==> src/rtl/prio_encoder_rr.sv <==
// prio_encoder_rr: N-to-$clog2(N) request encoder with a one-entry output
// register and valid/ready handshakes on both sides.
// Each transaction selects either fixed priority (lowest index wins) or
// round-robin (search starts at a rotating pointer and wraps).
// An all-zero request is reported on none_o.
// Optional feature macro: PRIO_ENCODER_RR_MULTI_CHECK_EN. When it is defined,
// multi_o flags request vectors with more than one bit set. When it is not
// defined, multi_o is tied low.
module prio_encoder_rr #(
  parameter int N = 8,
  parameter int W = $clog2(N)
) (
  input  logic         clk,
  input  logic         rst,
  input  logic [N-1:0] req_i,
  input  logic         req_valid_i,
  output logic         req_ready_o,
  input  logic         rr_mode_i,
  output logic [W-1:0] enc_o,
  output logic         enc_valid_o,
  input  logic         enc_ready_i,
  output logic         none_o,
  output logic         multi_o
);

  localparam logic [W-1:0] LAST = W'(N - 1);

  typedef enum logic {EMPTY, FULL} state_t;

  state_t       state;
  state_t       state_next;
  logic         in_acc;
  logic         out_acc;
  logic [W-1:0] ptr;
  logic [W-1:0] ptr_next;
  logic [N-1:0] upper;
  logic         rr_hit;
  logic         any;
  logic [W-1:0] winner;

  // Index of the lowest set bit. Returns 0 for an empty vector.
  function automatic logic [W-1:0] lowest(input logic [N-1:0] v);
    logic found;
    lowest = '0;
    found  = 1'b0;
    for (int unsigned i = 0; i < N; i++) begin
      if (v[i] && !found) begin
        lowest = W'(i);
        found  = 1'b1;
      end
    end
  endfunction

  // Valid-bit state register. Reset discards any pending output.
  always_ff @(posedge clk or posedge rst) begin
    if (rst) state <= EMPTY;
    else     state <= state_next;
  end

  // Next-state logic: fill on input accept, drain on a bare output accept.
  always_comb begin
    state_next = state;
    case (state)
      EMPTY:   if (in_acc) state_next = FULL;
      FULL:    if (out_acc && !in_acc) state_next = EMPTY;
      default: state_next = EMPTY;
    endcase
  end

  // Handshake outputs. These depend only on the state and on enc_ready_i.
  always_comb begin
    enc_valid_o = (state == FULL);
    req_ready_o = (state != FULL) || enc_ready_i;
    in_acc      = req_valid_i && req_ready_o;
    out_acc     = (state == FULL) && enc_ready_i;
  end

  // Round-robin search as two lowest-bit searches. First look at the
  // requests at or above ptr. If none are set, take the lowest request
  // overall, which is the wrap-around case.
  always_comb begin
    upper = '0;
    for (int unsigned k = 0; k < N; k++) begin
      upper[k] = req_i[k] && (k >= 32'(ptr));
    end
    rr_hit = |upper;
    any    = |req_i;
    winner = (rr_mode_i && rr_hit) ? lowest(upper) : lowest(req_i);
    ptr_next = (winner == LAST) ? '0 : winner + W'(1);
  end

  // Rotating pointer. It advances only on round-robin accepts of nonzero
  // vectors, so switching modes leaves it unchanged.
  always_ff @(posedge clk or posedge rst) begin
    if (rst)                             ptr <= '0;
    else if (in_acc && rr_mode_i && any) ptr <= ptr_next;
  end

  // Output data register. It loads on every input accept and holds
  // through a stall.
  always_ff @(posedge clk or posedge rst) begin
    if (rst) begin
      enc_o  <= '0;
      none_o <= 1'b0;
    end else if (in_acc) begin
      enc_o  <= winner;
      none_o <= !any;
    end
  end

`ifdef PRIO_ENCODER_RR_MULTI_CHECK_EN
  logic many;

  // More than one bit is set exactly when clearing the lowest set bit
  // leaves something behind.
  always_comb begin
    many = |(req_i & (req_i - N'(1)));
  end

  // The multi flag is registered alongside the encoded index.
  always_ff @(posedge clk or posedge rst) begin
    if (rst)         multi_o <= 1'b0;
    else if (in_acc) multi_o <= many;
  end
`else
  assign multi_o = 1'b0;
`endif

endmodule

==> config.mk <==
export PLATFORM = sky130hd
export DESIGN_NAME = prio_encoder_rr
export DESIGN_NICKNAME = d
export VERILOG_FILES = /design/src/rtl/prio_encoder_rr.sv
export SDC_FILE = /design/constraint.sdc
export NUM_CORES = 1
export LEC_CHECK = 0
export BUFFER_PORTS_ARGS = -buffer_cell sky130_fd_sc_hd__buf_4
export CORE_UTILIZATION = 50
export CTS_BUF_LIST = sky130_fd_sc_hd__clkbuf_4 sky130_fd_sc_hd__clkbuf_8
export DETAILED_ROUTE_END_ITERATION = 12
export HOLD_SLACK_MARGIN = 0.03
export PLACE_DENSITY = 0.81
export SYNTH_ARGS = -nofsm -noshare
export SYNTH_HDL_FRONTEND = slang
export SYNTH_SLANG_ARGS = --single-unit
==> constraint.sdc <==
create_clock -name clk -period 2.7 [get_ports clk]
set_clock_uncertainty 0.2 [all_clocks]
set_input_delay 0.405 -clock clk [delete_from_list [all_inputs] [get_ports clk]]
set_output_delay 0.405 -clock clk [all_outputs]
set_load 0.05 [all_outputs]
After elaboration in Yosys (flattened, before gate mapping)
Cells that the tools add are included.
Storage, ports and cells
  logic and storage cells: 93
  input bits: 13
  flip-flop bits (word level): 8
Operators by class
  add/subtract/negate cells: 1
  bitwise logic cells: 1
  eq/ne operators: 1
  mux-type cells: 33
  $lt $le $gt $ge: 7
  reduce and logical (&&, ||, !) cells: 46
Operators by type and width (count)
  3-bit 2-to-1 mux: 14
  1-bit logical AND: 27
  1-bit 2-to-1 mux: 18
  1-bit zero test: 16
  8-bit OR reduction: 2
  3-bit greater-or-equal comparator, first input constant: 3
  1-bit by 3-bit greater-or-equal comparator with 1-bit output, first input constant: 2
  2-bit by 3-bit greater-or-equal comparator with 1-bit output, first input constant: 2
  3-bit by 1-bit adder with 3-bit output, second input constant: 1
  3-bit == test, second input constant: 1
  1-bit one-hot mux with 2 select lines: 1
  1-bit logical OR: 1
  1-bit inverter: 1

Logic depth before layout (Yosys ltp)
  depth in word-level cells: 27
  mapped depth: 11
  depth with buffers taken out: 10

Worst setup path before layout
OpenSTA, ideal clock, no wires.
  path kind: register to register
  start point: register ptr[2]
  end point: register ptr[2]
  setup time: 0.125 ns
  cell stages (with the launch flop): 10
  arrival: 2.180 ns
  buffers on the path: 1
  path slack: 0.195 ns
  period minus slack after synthesis: 2.505 ns
  data required time: 2.375 ns
  cell sequence: dfrtp_1 -> clkbuf_1 -> o2bb2ai_1 -> o21a_1 -> or2_2 -> a41o_1 -> a21boi_0 -> ha_1 -> ha_1 -> mux2_2
Between the ends
  longest elaborated chain between the ends: 27
  elaborated cells on any way between the ends: 48
  those cells by class: add/sub (1); order compare (7); eq/ne (1); mux (16); reduce/logical (23)
RTL lines
  start, declared: RTL line 34  | logic [W-1:0] ptr;
  start signal, assigned: RTL line 96  | else if (in_acc && rr_mode_i && any) ptr <= ptr_next;
  1-bit by 3-bit greater-or-equal comparator with 1-bit output: RTL line 84  | upper[k] = req_i[k] && (k >= 32'(ptr));
  1-bit logical AND: RTL line 84
  1-bit 2-to-1 mux: RTL line 47  | if (v[i] && !found) begin
  1-bit zero test: RTL line 47
  1-bit logical AND: RTL line 47
  1-bit 2-to-1 mux: RTL line 47
  1-bit zero test: RTL line 47
  1-bit logical AND: RTL line 47
  [... 13 more ...]
  1-bit zero test: RTL line 47
  1-bit logical AND: RTL line 47
  3-bit 2-to-1 mux: RTL line 47
  3-bit 2-to-1 mux *: RTL line 88  | winner = (rr_mode_i && rr_hit) ? lowest(upper) : lowest(req_i);
  net winner[1]: RTL line 39  | logic [W-1:0] winner;
  3-bit by 1-bit adder with 3-bit output or 3-bit == test (tied branches): RTL line 89  | ptr_next = (winner == LAST) ? '0 : winner + W'(1);
  3-bit 2-to-1 mux *: RTL line 89
  net ptr_next[2]: RTL line 35  | logic [W-1:0] ptr_next;
The timed path passes the listed nets; every way through them passes the cells marked *.
A chain may end at the register's enable or synchronous reset.

Worst setup path after layout
  start point: register ptr[0]
  end point: register ptr[2]
Same word-level chain as after synthesis.

==> flow_summary.ini <==
[cts]
clock-sinks = 8
clockRootBuffer = clkbuf_4
htree_levels = 1
path_clk_slew_ns = 0.05
cts_buffers = 3
cts_tree = built
post_cts_resized = 0
clk_latency_ns = 0.25
cts_max_path_buffers = 2

[power]
max-vdd-ir-drop_uv = 489
netSwitchingFraction_pct = 45.1
switchingPower_mw = 0.324
pwr-share-seq_pct = 26.5
cellLeakagePower_nw = 0.464
p_int_mw = 0.395
power.density_nw_per_um2 = 776
combPwrFrac_pct = 61.5
p_clk_share_pct = 12.0

[placed_design]
place.gp.congestion = 0.935
port_buffers = 18
dp_hpwl_mm = 1.46
place_area_um2 = 893

[floorplan]
start_util_pct = 55.0
core_area_um2 = 1320
ios = 20
die_w_um = 40.1
rows = 13
die-height_um = 40.1
die-area_um2 = 1610

[final_layout]
fillers = 109
layout_common_cells = buf_4, a21oi_1, dfrtp_1
diodes = 0
post-route-util_pct = 70.3
num-nets-final = 130
area_growth_pct = 27.8
mostFrequentLayoutCell = buf_4
fin_area_um2 = 926
layout-drive-gt1-share_pct = 28.3

[logic_synthesis]
synth_area_leaders = dfrtp_1, a21oi_1, nand2b_1
yosysTopAreaCell = dfrtp_1
ys.flop_type = dfrtp_1
yosysUniqueCellTypes = 40
ys_seq_elements = 8
yosysSeqAreaShare_pct = 27.6
syn_avg_cell_area_um2 = 8.05
yosys_warnings = 0
syn-num-nets = 105
synth_edf_count = 0
ys_async_sr_fraction_pct = 100
synthCells = 90
synth_top_area_share_pct = 27.6
synth.cell_area_um2 = 724

[timing]
setup_viol = 0
fin_setup_tns_ns = 0
grt_setup_unrepaired = false
fmaxAchievable_mhz = 394
fin_crit_ns = 2.54
hold_ws_ns = 0.173
hold_viol_final = 0
slew_viol_final = 0
min_period_over_period_pct = 93.9

[setup_path]
critPathMaxFanout = 4
arrival_ns = 2.46
crit_path_start_kind = register
end_kind = register
cp.required_ns = 2.63
startpoint = ptr[0]
r2r_start = ptr[0]
crit_type = register to register

[grt]
grt_pass1_wl_mm = 2.67
grt_overflow = 0
antenna_found_initial = 0
track_usage_pct = 25.0
grt_pass1_vias = 689
grt_max_degree = 10

[job]
drv_cap = 0

[drt]
drtAntennaViolNets = 0
vias_per_cell = 6.14
vias = 786
drcViolationCount = 0
first_pass_iters = 4
wire_per_inst_um = 14.1
drtIter0Drc = 24
drt-total-wl_mm = 1.81

[hold_path]
hp-class = primary input to register
min_from = req_valid_i

[status]
outcome = complete, no violations
[per-stage QoR]
step	power (mW)	std cells	worst slack, ns
2_1_floorplan	0.483	90	0.195
3_3_place_gp	0.609	124	0.0890
3_5_place_dp	0.622	124	0.0140
4_1_cts	0.714	128	0.176
5_1_grt	0.765	128	0.107
6_report	0.718	128	0.163
[power groups by stage]
stage                     Sequential [mW]  Combinational (mW)  Clock (mW)
after floorplan                     0.239               0.244           0
after detailed placement            0.190               0.432           0
after global routing                0.193               0.473      0.0989
after global placement              0.189               0.420           0
after CTS                           0.188               0.434      0.0912
final                               0.190               0.442      0.0863
[final cells by class]
| type | instances | area [µm²] | area share, % |
|---|---|---|---|
| inverters | 7 | 26.3 | 2.84 |
| clock buffers | 3 | 22.5 | 2.43 |
| repair buffers | 23 | 175 | 18.9 |
| well taps | 15 | 18.8 | 2.03 |
| multi-input cells | 72 | 483 | 52.2 |
| flip-flops and latches | 8 | 200 | 21.6 |
[routing by layer]
metal | routed length [µm] | vias up | GRT usage, %
li1 | - | 380 | -
met1 | 816 | 369 | 29.5
met2 | 847 | 33 | 41.9
met3 | 107 | 4 | 8.89
met4 | 38 | 0 | 7.76
met5 | 0 | - | 0
[synthesized netlist by cell type (2+ instances only)]
cell type / instances
and3_1: 2
nor2_1: 6
a31oi_1: 3
nand2b_1: 6
o21bai_1: 2
nand2_1: 6
ha_1: 2
dfrtp_1: 8
nor2b_1: 4
o21a_1: 2
clkbuf_1: 2
inv_1: 7
a21oi_1: 9
a21o_1: 2
o21ai_0: 4
[worst max-delay path, stage by stage (launching register included)]
cell	delay, ns
dfrtp_1	0.41
and3b_1	0.19
o21a_1	0.19
or2_2	0.29
a41o_1	0.27
a21boi_0	0.18
ha_1	0.20
ha_1	0.24
mux2_2	0.26
[registers in the layout (all words and copies together) (netlist names)]
signal	flops
ptr	3
enc_valid_o	1
none_o	1
enc_o	3
[final timing paths]
| check | to | slack, ns | cells past startpoint |
|---|---|---|---|
| setup / recovery | ptr[2] | 0.16 | 8 |
| hold / removal | enc_valid_o | 0.17 | 2 |
| setup reg to reg | ptr[2] | 0.16 | 8 |
| hold reg to reg | none_o | 0.29 | 2 |
| max in group asynchronous | enc_o[0] | 1.62 | 3 |
| min in group asynchronous | enc_o[1] | 0.45 | 3 |
[kinds of logic (layout without fill, tap and decap cells)]
group                      after synthesis  after routing  synth area share [%]
AOI/OAI and AO/OA                       34             34                  34.2
adders and majority gates                2              2                  3.45
buffers and inverters                   10             33                  5.70
DFF                                      8              8                  27.6
muxes                                    2              2                  2.94
other                                    1              1                 0.518
and+or+nand+nor                         33             33                  25.6
[timing repair]
item / 4_1_cts / 5_1_grt
hold buffers: 1 / 0
hold endpoints to repair: 8 / 0
buffers inserted: 0 / 0
Power figures use the tool's default switching activity.
